--- src/rtl/fetch_queue_pkg.sv ---
// Shared types and constants for the fetch queue between Fetch and Decode.
package fetch_queue_pkg;

    localparam int unsigned FETCHQ_DEPTH = 8;

    typedef struct packed {
        logic [31:0] pc;
        logic [31:0] instr;
        logic        adel;
    } fetch_entry_t;

    // Limit a requested pop count to the number of entries actually presented.
    function automatic logic [1:0] clamp_take(input logic [1:0] take, input logic [1:0] avail);
        return (take > avail) ? avail : take;
    endfunction

endpackage

--- src/rtl/fetch_queue_ram.sv ---
// Entry storage: two synchronous write ports, two asynchronous read ports, no reset.
module fetchq_ram
    import fetch_queue_pkg::*;
#(
    parameter int unsigned DEPTH = FETCHQ_DEPTH,
    localparam int unsigned PTR_W = $clog2(DEPTH)
) (
    input  logic               clk,
    input  logic               we_1,
    input  logic [PTR_W-1:0]   waddr_1,
    input  fetch_entry_t       wdata_1,
    input  logic               we_2,
    input  logic [PTR_W-1:0]   waddr_2,
    input  fetch_entry_t       wdata_2,
    input  logic [PTR_W-1:0]   raddr_1,
    output fetch_entry_t       rdata_1,
    input  logic [PTR_W-1:0]   raddr_2,
    output fetch_entry_t       rdata_2
);

    fetch_entry_t mem [DEPTH];

    // Write both slots; the top always presents distinct addresses (tail, tail+1).
    always_ff @(posedge clk) begin
        if (we_1) mem[waddr_1] <= wdata_1;
        if (we_2) mem[waddr_2] <= wdata_2;
    end

    // Combinational read of head and head+1.
    always_comb begin
        rdata_1 = mem[raddr_1];
        rdata_2 = mem[raddr_2];
    end

endmodule

--- src/rtl/fetch_queue.sv ---
// Dual-issue instruction queue decoupling Fetch from Decode; squashed on redirect.
module fetch_queue
    import fetch_queue_pkg::*;
#(
    parameter int unsigned DEPTH = FETCHQ_DEPTH
) (
    input  logic        clk,
    input  logic        resetn,
    input  logic        flush,
    input  logic        in_valid_1,
    input  logic        in_valid_2,
    input  logic [31:0] in_pc_1,
    input  logic [31:0] in_pc_2,
    input  logic [31:0] in_instr_1,
    input  logic [31:0] in_instr_2,
    input  logic        in_adel_1,
    input  logic        in_adel_2,
    output logic        in_ready,
    output logic        out_valid_1,
    output logic        out_valid_2,
    output logic [31:0] out_pc_1,
    output logic [31:0] out_pc_2,
    output logic [31:0] out_instr_1,
    output logic [31:0] out_instr_2,
    output logic        out_adel_1,
    output logic        out_adel_2,
    input  logic [1:0]  out_take
);

    localparam int unsigned PTR_W = $clog2(DEPTH);
    localparam int unsigned CNT_W = PTR_W + 1;

    logic [PTR_W-1:0] head;
    logic [PTR_W-1:0] tail;
    logic [CNT_W-1:0] count;

    logic             push;
    logic [1:0]       pushed;
    logic [1:0]       avail;
    logic [1:0]       taken;
    logic             we_1;
    logic             we_2;
    fetch_entry_t     wdata_1;
    fetch_entry_t     wdata_2;
    fetch_entry_t     rdata_1;
    fetch_entry_t     rdata_2;

    // Ready, push/pop amounts and output valids, all from registered count only.
    always_comb begin
        in_ready    = (count <= CNT_W'(DEPTH - 2));
        push        = in_ready & in_valid_1;
        pushed      = push ? (in_valid_2 ? 2'd2 : 2'd1) : 2'd0;
        avail       = (count >= CNT_W'(2)) ? 2'd2 : count[1:0];
        taken       = clamp_take(out_take, avail);
        out_valid_1 = (count != '0);
        out_valid_2 = (count >= CNT_W'(2));
        // Writes during flush/reset are harmless but suppressed to keep the array quiet.
        we_1        = push & resetn & ~flush;
        we_2        = we_1 & in_valid_2;
        wdata_1     = '{pc: in_pc_1, instr: in_instr_1, adel: in_adel_1};
        wdata_2     = '{pc: in_pc_2, instr: in_instr_2, adel: in_adel_2};
    end

    // Pointer and count update; flush and reset both empty the queue.
    always_ff @(posedge clk) begin
        if (!resetn || flush) begin
            head  <= '0;
            tail  <= '0;
            count <= '0;
        end else begin
            head  <= head + PTR_W'(taken);
            tail  <= tail + PTR_W'(pushed);
            count <= count + CNT_W'(pushed) - CNT_W'(taken);
        end
    end

    // Protocol checks on Decode's take count and Fetch's slot ordering.
    always_ff @(posedge clk) begin
        if (resetn) begin
            assert (out_take <= avail);
            assert (in_valid_1 || !in_valid_2);
        end
    end

    fetchq_ram #(
        .DEPTH (DEPTH)
    ) u_ram (
        .clk     (clk),
        .we_1    (we_1),
        .waddr_1 (tail),
        .wdata_1 (wdata_1),
        .we_2    (we_2),
        .waddr_2 (tail + PTR_W'(1)),
        .wdata_2 (wdata_2),
        .raddr_1 (head),
        .rdata_1 (rdata_1),
        .raddr_2 (head + PTR_W'(1)),
        .rdata_2 (rdata_2)
    );

    // Payloads come straight from the array; they are don't-care when invalid.
    always_comb begin
        out_pc_1    = rdata_1.pc;
        out_instr_1 = rdata_1.instr;
        out_adel_1  = rdata_1.adel;
        out_pc_2    = rdata_2.pc;
        out_instr_2 = rdata_2.instr;
        out_adel_2  = rdata_2.adel;
    end

endmodule
--- config.mk ---
export PLATFORM = sky130hd
export DESIGN_NAME = fetch_queue
export DESIGN_NICKNAME = d
export VERILOG_FILES = /design/src/rtl/fetch_queue_pkg.sv /design/src/rtl/fetch_queue_ram.sv /design/src/rtl/fetch_queue.sv
export SDC_FILE = /design/constraint.sdc
export NUM_CORES = 1
export LEC_CHECK = 0
export CAP_MARGIN = 25
export CORE_UTILIZATION = 30
export DETAILED_ROUTE_END_ITERATION = 10
export PLACE_DENSITY_LB_ADDON = 0.1
export SLEW_MARGIN = 30
export SYNTH_ARGS = -nofsm -noshare
export SYNTH_HDL_FRONTEND = slang
export SYNTH_SLANG_ARGS = --single-unit
export TNS_END_PERCENT = 50
--- constraint.sdc ---
create_clock -name clk -period 6.13 [get_ports clk]
set_input_delay 0.613 -clock clk [delete_from_list [all_inputs] [get_ports clk]]
set_output_delay 0.613 -clock clk [all_outputs]
set_load 0.01 [all_outputs]
==> flow_metrics.py, run 1 <==
metrics = {
    "logic_synthesis": {
        "syn_avg_cell_area_um2": 18.1,
        "seq_area_frac_synth_pct": 52.1,
        "syn_inst": 1676,
        "async_flop_share_pct": 0,
        "yosys_register_bits": 530,
        "yosys_warnings": 0,
        "synth_fp_nets": 1830,
        "synth_cell_types": 34,
        "synth_top_flop_cell": "edfxtp_1",
        "netlist_area_mm2": 0.0304,
        "synth_edf_count": 520,
    },
    "placement": {
        "placed_cells": 3155,
        "dp_slack_ns": 2.09,
        "placed_area_mm2": 0.0347,
        "gp_congestion": 0.743,
        "hpwlAfterDp_um": 53300,
        "port_buffers": 269,
    },
    "flow_run": {
        "cap_violations": 0,
    },
    "drt": {
        "drtIter0Drc": 1115,
        "vias": 17400,
        "wl_per_cell_um": 29.7,
        "drc_errors": 0,
        "dr.pass1.iters": 5,
        "ant_nets": 0,
        "vias_per_cell": 5.32,
        "postRouteWirelength_um": 97400,
    },
    "sta": {
        "timing.fmax_mhz": 228,
        "maxSlewViolCount": 0,
        "setup_viol": 0,
        "clock_skew_ns": 0.0178,
        "slew_headroom_pct": 32.4,
        "rsz0062_at_grt": "false",
        "post-route-period-util_pct": 71.6,
        "worst_pin_slew_ns": 1.01,
        "hold_slack_ns": 0.675,
        "setup_tns_ns": 0,
        "finalHoldViolCount": 0,
        "fin_crit_ns": 4.39,
        "setup_ws_ns": 1.74,
    },
    "min_path": {
        "worstHoldPathType": "flop to flop",
    },
    "critical_path": {
        "max_stage_delay_ns": 0.64,
        "crit_chain": "ha_4 > buf_12 > buf_4 > mux4_2 > mux2_2 > clkdlybuf4s50_1",
        "critPathKind": "flop to output pin",
        "required_ns": 5.52,
        "critical-path-top-delay-family": "buffers and inverters",
        "crit_path_end_kind": "output pin",
        "crit_path_max_fanout": 24,
        "reg2reg_setup_slack_ns": 2.36,
        "arrival_ns": 3.78,
        "cp_num_buf_inv": 3,
        "cp_slowest_cell": "dfxtp_4",
        "start_kind": "flop",
    },
    "cells_and_area": {
        "layout_common_cells": "520 x edfxtp_1, 493 x mux2_2, 269 x clkdlybuf4s50_1",
        "area_growth_pct": 21.4,
        "fin_util_pct": 36.8,
        "drive_gt1_share_pct": 45.7,
        "fillers": 9268,
        "final_common_cell": "edfxtp_1",
        "fin_cells": 3277,
        "layout.nets": 2083,
        "final_cell_area_mm2": 0.0368,
    },
    "power_and_ir_drop": {
        "p_leak_nw": 11.4,
        "power_density_mw_per_mm2": 336,
        "total_power_mw": 12.4,
        "peakVddDrop_v": 0.000310,
    },
    "die": {
        "die_w_um": 320,
        "rows": 116,
        "fp.dieH_um": 320,
        "initial_utilization_pct": 30.3,
        "dieArea_mm2": 0.102,
        "fp.coreArea_mm2": 0.100,
        "io_pins": 270,
    },
    "cts": {
        "numCtsBuffers": 67,
        "cts.sinks": 530,
        "cts_hold_buf": 0,
        "cts_resized": 0,
        "ctsRootBufferMaster": "clkbuf_16",
        "clockBufferDepth": 3,
        "h-tree-depth": 3,
        "cts_tree": "built",
        "clk-insertion-delay-late_ns": 0.61,
        "postCtsSetupBuffers": 0,
        "clk_pin_slew_ns": 0.06,
    },
    "status": {
        "status": "finished, final reports clean",
    },
    "global_route": {
        "gr-usage-all-layers_pct": 18.9,
        "grt_pass1_wl_um": 138000,
        "grt_max_degree": 131,
        "gr-total-overflow": 0,
        "grt_pass1_vias": 18900,
        "antenna_found_initial": 8,
    },
}
==> where the power goes <==
| group | switching, mW | total, mW | leakage (nW) | internal (mW) |
|---|---|---|---|---|
| combinational | 1.92 | 4.41 | 5.66 | 2.49 |
| clock | 1.57 | 3.86 | 1.01 | 2.29 |
| sequential | 0.0675 | 4.12 | 4.77 | 4.06 |
==> cells by family (layout without fill, tap and decap cells) <==
family	count (synthesis)	in the layout	share of synthesized area, %
flops	530	530	52.1
compound gates	12	12	0.264
buf+inv	147	447	2.25
simple gates	50	50	0.894
mux	913	913	43.5
xor+xnor	7	7	0.202
fa+ha+maj	17	17	0.800
other cells	0	3	0
==> metal layers <==
layer	vias to the layer above	track usage (%)	part of all wire, %
met5	-	0	0.089
li1	7540	-	-
met1	9355	25.8	45
met4	12	4.90	1.8
met3	115	3.28	4.5
met2	426	31.2	48
==> sequential cells by signal, summed over array words and instances, names as in the netlist <==
| register | count |
|---|---|
| u_ram.mem | 520 |
| tail | 3 |
| count | 4 |
| head | 3 |
==> synthesized netlist by cell type (all sizes together) (2+ instances only) <==
cell type | count | area (um2)
mux2 | 650 | 7320
edfxtp | 520 | 15600
mux4 | 260 | 5860
buf | 94 | 485
clkbuf | 38 | 143
nor2 | 17 | 63.8
inv | 15 | 56.3
ha | 13 | 163
dfxtp | 10 | 200
a21oi | 5 | 25.0
and2 | 5 | 31.3
nor3 | 5 | 25.0
fa | 4 | 80.1
nand2 | 4 | 15.0
nand3b | 4 | 30.0
xor2 | 4 | 35.0
a31oi | 3 | 18.8
mux2i | 3 | 30.0
nand3 | 3 | 15.0
nand4b | 3 | 26.3
xnor2 | 3 | 26.3
and4 | 2 | 17.5
nand2b | 2 | 12.5
nor2b | 2 | 12.5
==> worst reg2reg max path: cells and delay by family, from the launching register on <==
kind,cells,cell delay [ns]
and+or+nand+nor,2,1.24
DFF,1,0.88
buffers and inverters,1,0.50
adders and majority gates,1,0.48
muxes,1,0.41
==> final cells by class <==
type                            count  area, um2  area share, %
Antenna cell                        3       7.51         0.0204
Tap cell                         1298       1620           4.41
Clock buffer                       95       1880           5.09
Clock inverter                     21        199          0.540
Sequential cell                   530      15800           43.0
Inverter                           15       56.3          0.153
Multi-Input combinational cell    999      14000           38.0
Timing Repair Buffer              316       3270           8.87
==> worst paths after layout <==
check	start	endpoint	cells past startpoint
worst max-delay path	head[0]	out_pc_2[18]	6
worst min-delay path	tail[2]	tail[2]	2
worst max register to register	tail[0]	u_ram.mem[0][30]	5
worst min register to register	tail[2]	tail[2]	2
Power figures use the tool's default switching activity.
==> run 2, diff against run 1 <==
- clock period: 6.13 -> 4.5 ns (I/O delays scaled with it)
==> flow_metrics.py, run 2 (synthesized netlist as in run 1, its figures left out) <==
metrics = {
    "sta": {
        "slew_headroom_pct": 38.3,
        "rsz0062_at_grt": "false",
        "worst_pin_slew_ns": 0.926,
        "setup_viol": 0,
        "setup_tns_ns": 0,
        "fin_crit_ns": 4.02,
        "post-route-period-util_pct": 89.4,
        "finalHoldViolCount": 0,
        "maxSlewViolCount": 0,
        "hold_slack_ns": 0.643,
        "timing.fmax_mhz": 248,
        "clock_skew_ns": 0.0145,
        "setup_ws_ns": 0.475,
    },
    "drt": {
        "wl_met3_um": 4320,
        "vias": 17500,
        "drtIter0Drc": 1041,
        "dr.pass1.iters": 5,
        "met1_length_um": 42500,
        "top_layer_used": "met5",
        "ant_nets": 0,
        "wl_per_cell_um": 29.2,
        "postRouteWirelength_um": 95700,
        "vias_per_cell": 5.35,
        "drc_errors": 0,
        "met2_length_um": 46700,
    },
    "die": {
        "io_pins": 270,
        "initial_utilization_pct": 30.3,
        "die_w_um": 320,
        "dieArea_mm2": 0.102,
        "fp.coreArea_mm2": 0.100,
        "rows": 116,
        "fp.dieH_um": 320,
    },
    "cells_and_area": {
        "fin_util_pct": 36.8,
        "regMostFlops": "u_ram.mem",
        "drive_gt1_share_pct": 46.0,
        "reg_top3": "u_ram.mem x520, count x4",
        "final_cell_area_mm2": 0.0369,
        "largest_reg_flops": 520,
        "layout_common_cells": "520 x edfxtp_1, 493 x mux2_2, 269 x clkdlybuf4s50_1",
        "final_common_cell": "edfxtp_1",
        "layout.nets": 2083,
        "fin_cells": 3278,
        "area_growth_pct": 21.5,
    },
    "min_path": {
        "worstHoldStart": "flush",
        "worstHoldPathCells": 3,
        "worstHoldPathType": "primary input to flop",
        "hold_end": "count[0]",
    },
    "cts": {
        "cts_hold_buf": 0,
        "numCtsBuffers": 66,
        "postCtsSetupBuffers": 0,
        "cts_resized": 0,
        "ctsRootBufferMaster": "clkbuf_16",
        "cts_tree": "built",
        "h-tree-depth": 3,
        "cts.sinks": 530,
        "clockBufferDepth": 3,
        "clk-insertion-delay-late_ns": 0.61,
        "clk_pin_slew_ns": 0.06,
    },
    "critical_path": {
        "rr_worst_depth": 5,
        "crit_path_end_kind": "output pin",
        "r2r_end": "u_ram.mem[1][22]",
        "crit_path_max_fanout": 118,
        "r2r-start": "tail[0]",
        "reg2reg_setup_slack_ns": 1.04,
        "arrival_ns": 3.57,
        "critPathKind": "flop to output pin",
        "start_kind": "flop",
        "required_ns": 4.05,
    },
    "placement": {
        "placed_cells": 3158,
        "hpwlAfterDp_um": 54100,
        "dp_slack_ns": 1.01,
        "placed_area_mm2": 0.0348,
        "gp_congestion": 0.714,
        "port_buffers": 269,
    },
    "power_and_ir_drop": {
        "power_density_mw_per_mm2": 456,
        "peakVddDrop_v": 0.000337,
        "p_leak_nw": 11.5,
        "total_power_mw": 16.8,
    },
    "global_route": {
        "gr-total-overflow": 0,
        "grt_pass1_vias": 19200,
        "gr-usage-all-layers_pct": 18.7,
        "grt_max_degree": 132,
        "antenna_found_initial": 7,
        "grt_pass1_wl_um": 139000,
    },
    "status": {
        "status": "finished, final reports clean",
    },
    "flow_run": {
        "cap_violations": 0,
    },
}
run 2: cell count changes in the layout (fill, tap and decap cells not counted), sizes merged:
cell,change
buf,+1
bufinv,-1
clkbuf,-11
clkinv,+8
diode,+1
inv,+3
run 2: critical path, cell delays in order, from the launching register on:
cell,delay [ns]
dfxtp_4,0.36
buf_4,0.43
buf_12,0.64
mux4_2,0.59
mux2_2,0.32
clkdlybuf4s50_1,0.51
run 2: report_power, final:
part	leakage [nW]	switching (mW)	total, mW	internal (mW)
registers	4.77	0.0560	5.58	5.53
logic	5.69	2.70	6.12	3.42
clock network	0.996	2.17	5.11	2.95
total	11.5	4.92	16.8	11.9
run 2: how the worst max path moves through the flow:
stage                         from               end  slack, ns  cells past startpoint
after floorplan           count[3]   u_ram.mem[3][0]      -0.44                      6
after global placement     tail[0]  u_ram.mem[1][29]       1.04                      5
after detailed placement   head[0]        out_adel_1       1.01                      5
after CTS                  head[0]        out_adel_1       0.33                      5
after global routing       head[0]        out_adel_1       0.26                      5
final                      head[0]        out_adel_1       0.48                      5
run 2: area by class of cell:
| class | count | area, um2 |
|---|---|---|
| inverters | 15 | 56.3 |
| clock inverters | 31 | 255 |
| multi-input cells | 999 | 14000 |
| well taps | 1298 | 1620 |
| flip-flops and latches | 530 | 15800 |
| repair buffers | 317 | 3360 |
| fillers | 9365 | 63300 |
| clock buffers | 84 | 1760 |
| diodes | 4 | 10.0 |
run 2: per-layer routing:
| layer | up-vias | GRT usage, % |
|---|---|---|
| met5 | - | 0 |
| met4 | 6 | 5.58 |
| met3 | 133 | 2.98 |
| met2 | 456 | 30.9 |
| met1 | 9387 | 25.3 |
| li1 | 7543 | - |
==> run 3, diff against run 2 <==
- ABC_CLOCK_PERIOD_IN_PS: not set -> 4500
- DONT_BUFFER_PORTS: not set -> 1
- REMOVE_ABC_BUFFERS: not set -> 1
==> flow_metrics.py, run 3 (synthesized netlist as in run 1, its figures left out) <==
metrics = {
    "cells_and_area": {
        "fillers": 9466,
        "final_common_cell": "edfxtp_1",
        "regMostFlops": "u_ram.mem",
        "layout_common_cells": "520 x edfxtp_1, 493 x mux2_2, 260 x mux4_2",
        "n_antenna_cell": 0,
        "multi_input_area_mm2": 0.0140,
        "reg_top3": "u_ram.mem x520, count x4",
        "area_growth_pct": 16.4,
        "fin_util_pct": 35.3,
        "layout.nets": 1926,
        "drive_gt1_share_pct": 50.5,
        "largest_reg_flops": 520,
        "seq_area_mm2": 0.0158,
    },
    "cts": {
        "numCtsBuffers": 69,
        "cts.sinks": 530,
        "clk_pin_slew_ns": 0.06,
        "postCtsSetupBuffers": 0,
        "clk-insertion-delay-late_ns": 0.61,
        "clockBufferDepth": 3,
        "ctsRootBufferMaster": "clkbuf_16",
        "h-tree-depth": 3,
        "cts_tree": "built",
    },
    "drt": {
        "vias_per_cell": 5.51,
        "wl_per_cell_um": 32.0,
        "dr.pass1.iters": 7,
        "vias": 17200,
        "ant_nets": 0,
        "postRouteWirelength_um": 99800,
        "drc_errors": 0,
        "drtIter0Drc": 1219,
    },
    "sta": {
        "setup_viol": 0,
        "worst_pin_slew_ns": 1.01,
        "hold_slack_ns": 0.0387,
        "maxSlewViolCount": 0,
        "post-route-period-util_pct": 83.7,
        "slew_headroom_pct": 32.5,
        "setup_ws_ns": 0.735,
        "fin_crit_ns": 3.76,
        "timing.fmax_mhz": 266,
        "finalHoldViolCount": 0,
        "rsz0062_at_grt": "false",
        "clock_skew_ns": 0.0158,
    },
    "placement": {
        "port_buffers": 0,
        "dp_slack_ns": 1.08,
        "gp_congestion": 0.705,
        "hpwlAfterDp_um": 55300,
    },
    "die": {
        "io_pins": 270,
        "initial_utilization_pct": 30.3,
        "dieArea_mm2": 0.102,
        "fp.dieH_um": 320,
        "rows": 116,
        "die_w_um": 320,
        "fp.coreArea_mm2": 0.100,
    },
    "critical_path": {
        "arrival_ns": 4.13,
        "required_ns": 4.86,
        "critPathKind": "flop to flop",
        "cp_slowest_cell": "a311oi_2",
        "reg2reg_setup_slack_ns": 0.74,
        "cp_num_buf_inv": 3,
        "crit_path_end_kind": "flop",
        "crit_chain": "inv_1 > ha_1 > a21boi_1 > a311oi_2 > and4_4 > buf_12 > mux2_1 > dlygate4sd3_1",
        "max_stage_delay_ns": 0.80,
        "start_kind": "flop",
        "crit_path_max_fanout": 27,
        "critical-path-top-delay-family": "buffers and inverters",
    },
    "power_and_ir_drop": {
        "cell_internal_pwr_mw": 11.2,
        "power_density_mw_per_mm2": 451,
        "p_switching_mw": 4.77,
        "peakVddDrop_v": 0.000270,
        "p_leak_nw": 10.9,
        "seqPwrFrac_pct": 35.3,
        "sw_frac_of_total_pct": 30.0,
        "p_comb_share_pct": 30.9,
        "pwr-share-clk_pct": 33.7,
    },
    "global_route": {
        "antenna_found_initial": 1,
        "grtUsageMet2_pct": 32.9,
        "gr-usage-all-layers_pct": 19.5,
        "grt_pass1_vias": 19000,
        "grt_use_met1_pct": 25.2,
        "grt_busiest_layer": "met2",
        "grt_pass1_wl_um": 143000,
        "use_met3_pct": 4.65,
        "grt_max_degree": 113,
        "gr-total-overflow": 0,
    },
    "min_path": {
        "worstHoldPathType": "primary input to flop",
    },
    "status": {
        "status": "finished, final reports clean",
    },
    "flow_run": {
        "cap_violations": 0,
    },
}
-- run 3: cell type report --
cell class / instances / share of cell area, %
sequential: 530 / 44.8
multi-input combinational: 999 / 39.6
clock buffer: 81 / 5.14
timing repair buffer: 157 / 4.78
tap: 1298 / 4.60
clock inverter: 41 / 0.931
inverter: 15 / 0.159
-- run 3: repair_timing --
| action | 4_1_cts | 5_1_grt |
|---|---|---|
| resized for setup | 0 | 0 |
| hold endpoints to repair | 90 | 0 |
| hold buffers | 103 | 0 |
-- run 3: per-layer routing --
layer  vias to the layer above  wire length, um
met2                       481            49300
met3                        86             6100
met4                         0             1560
li1                       7249                -
met1                      9375            42900
met5                         -                0
-- run 3: final timing paths --
kind	startpoint	to	cells after the start
worst max-delay path	count[3]	u_ram.mem[2][42]	8
worst min-delay path	in_pc_1[15]	u_ram.mem[7][48]	1
worst max register to register	count[3]	u_ram.mem[2][42]	8
worst min register to register	tail[2]	tail[2]	2
-- run 3: power groups by stage --
stage	Combinational (mW)	Clock (mW)	Sequential [mW]
4_1_cts	5.08	5.53	5.64
3_3_place_gp	4.96	0	5.74
3_5_place_dp	4.97	0	5.74
5_1_grt	5.32	5.71	5.64
2_1_floorplan	3.88	0	5.97
6_report	4.93	5.37	5.63
-- run 3: metrics by stage --
stage	area, um2	std cells	TNS, ns	power [mW]
after global routing	35300	3121	0	16.7
after global placement	32200	2896	0	10.7
final	35300	3121	0	15.9
after detailed placement	32200	2896	0	10.7
after floorplan	29700	1544	-1148.65	9.85
after CTS	35300	3121	0	16.2
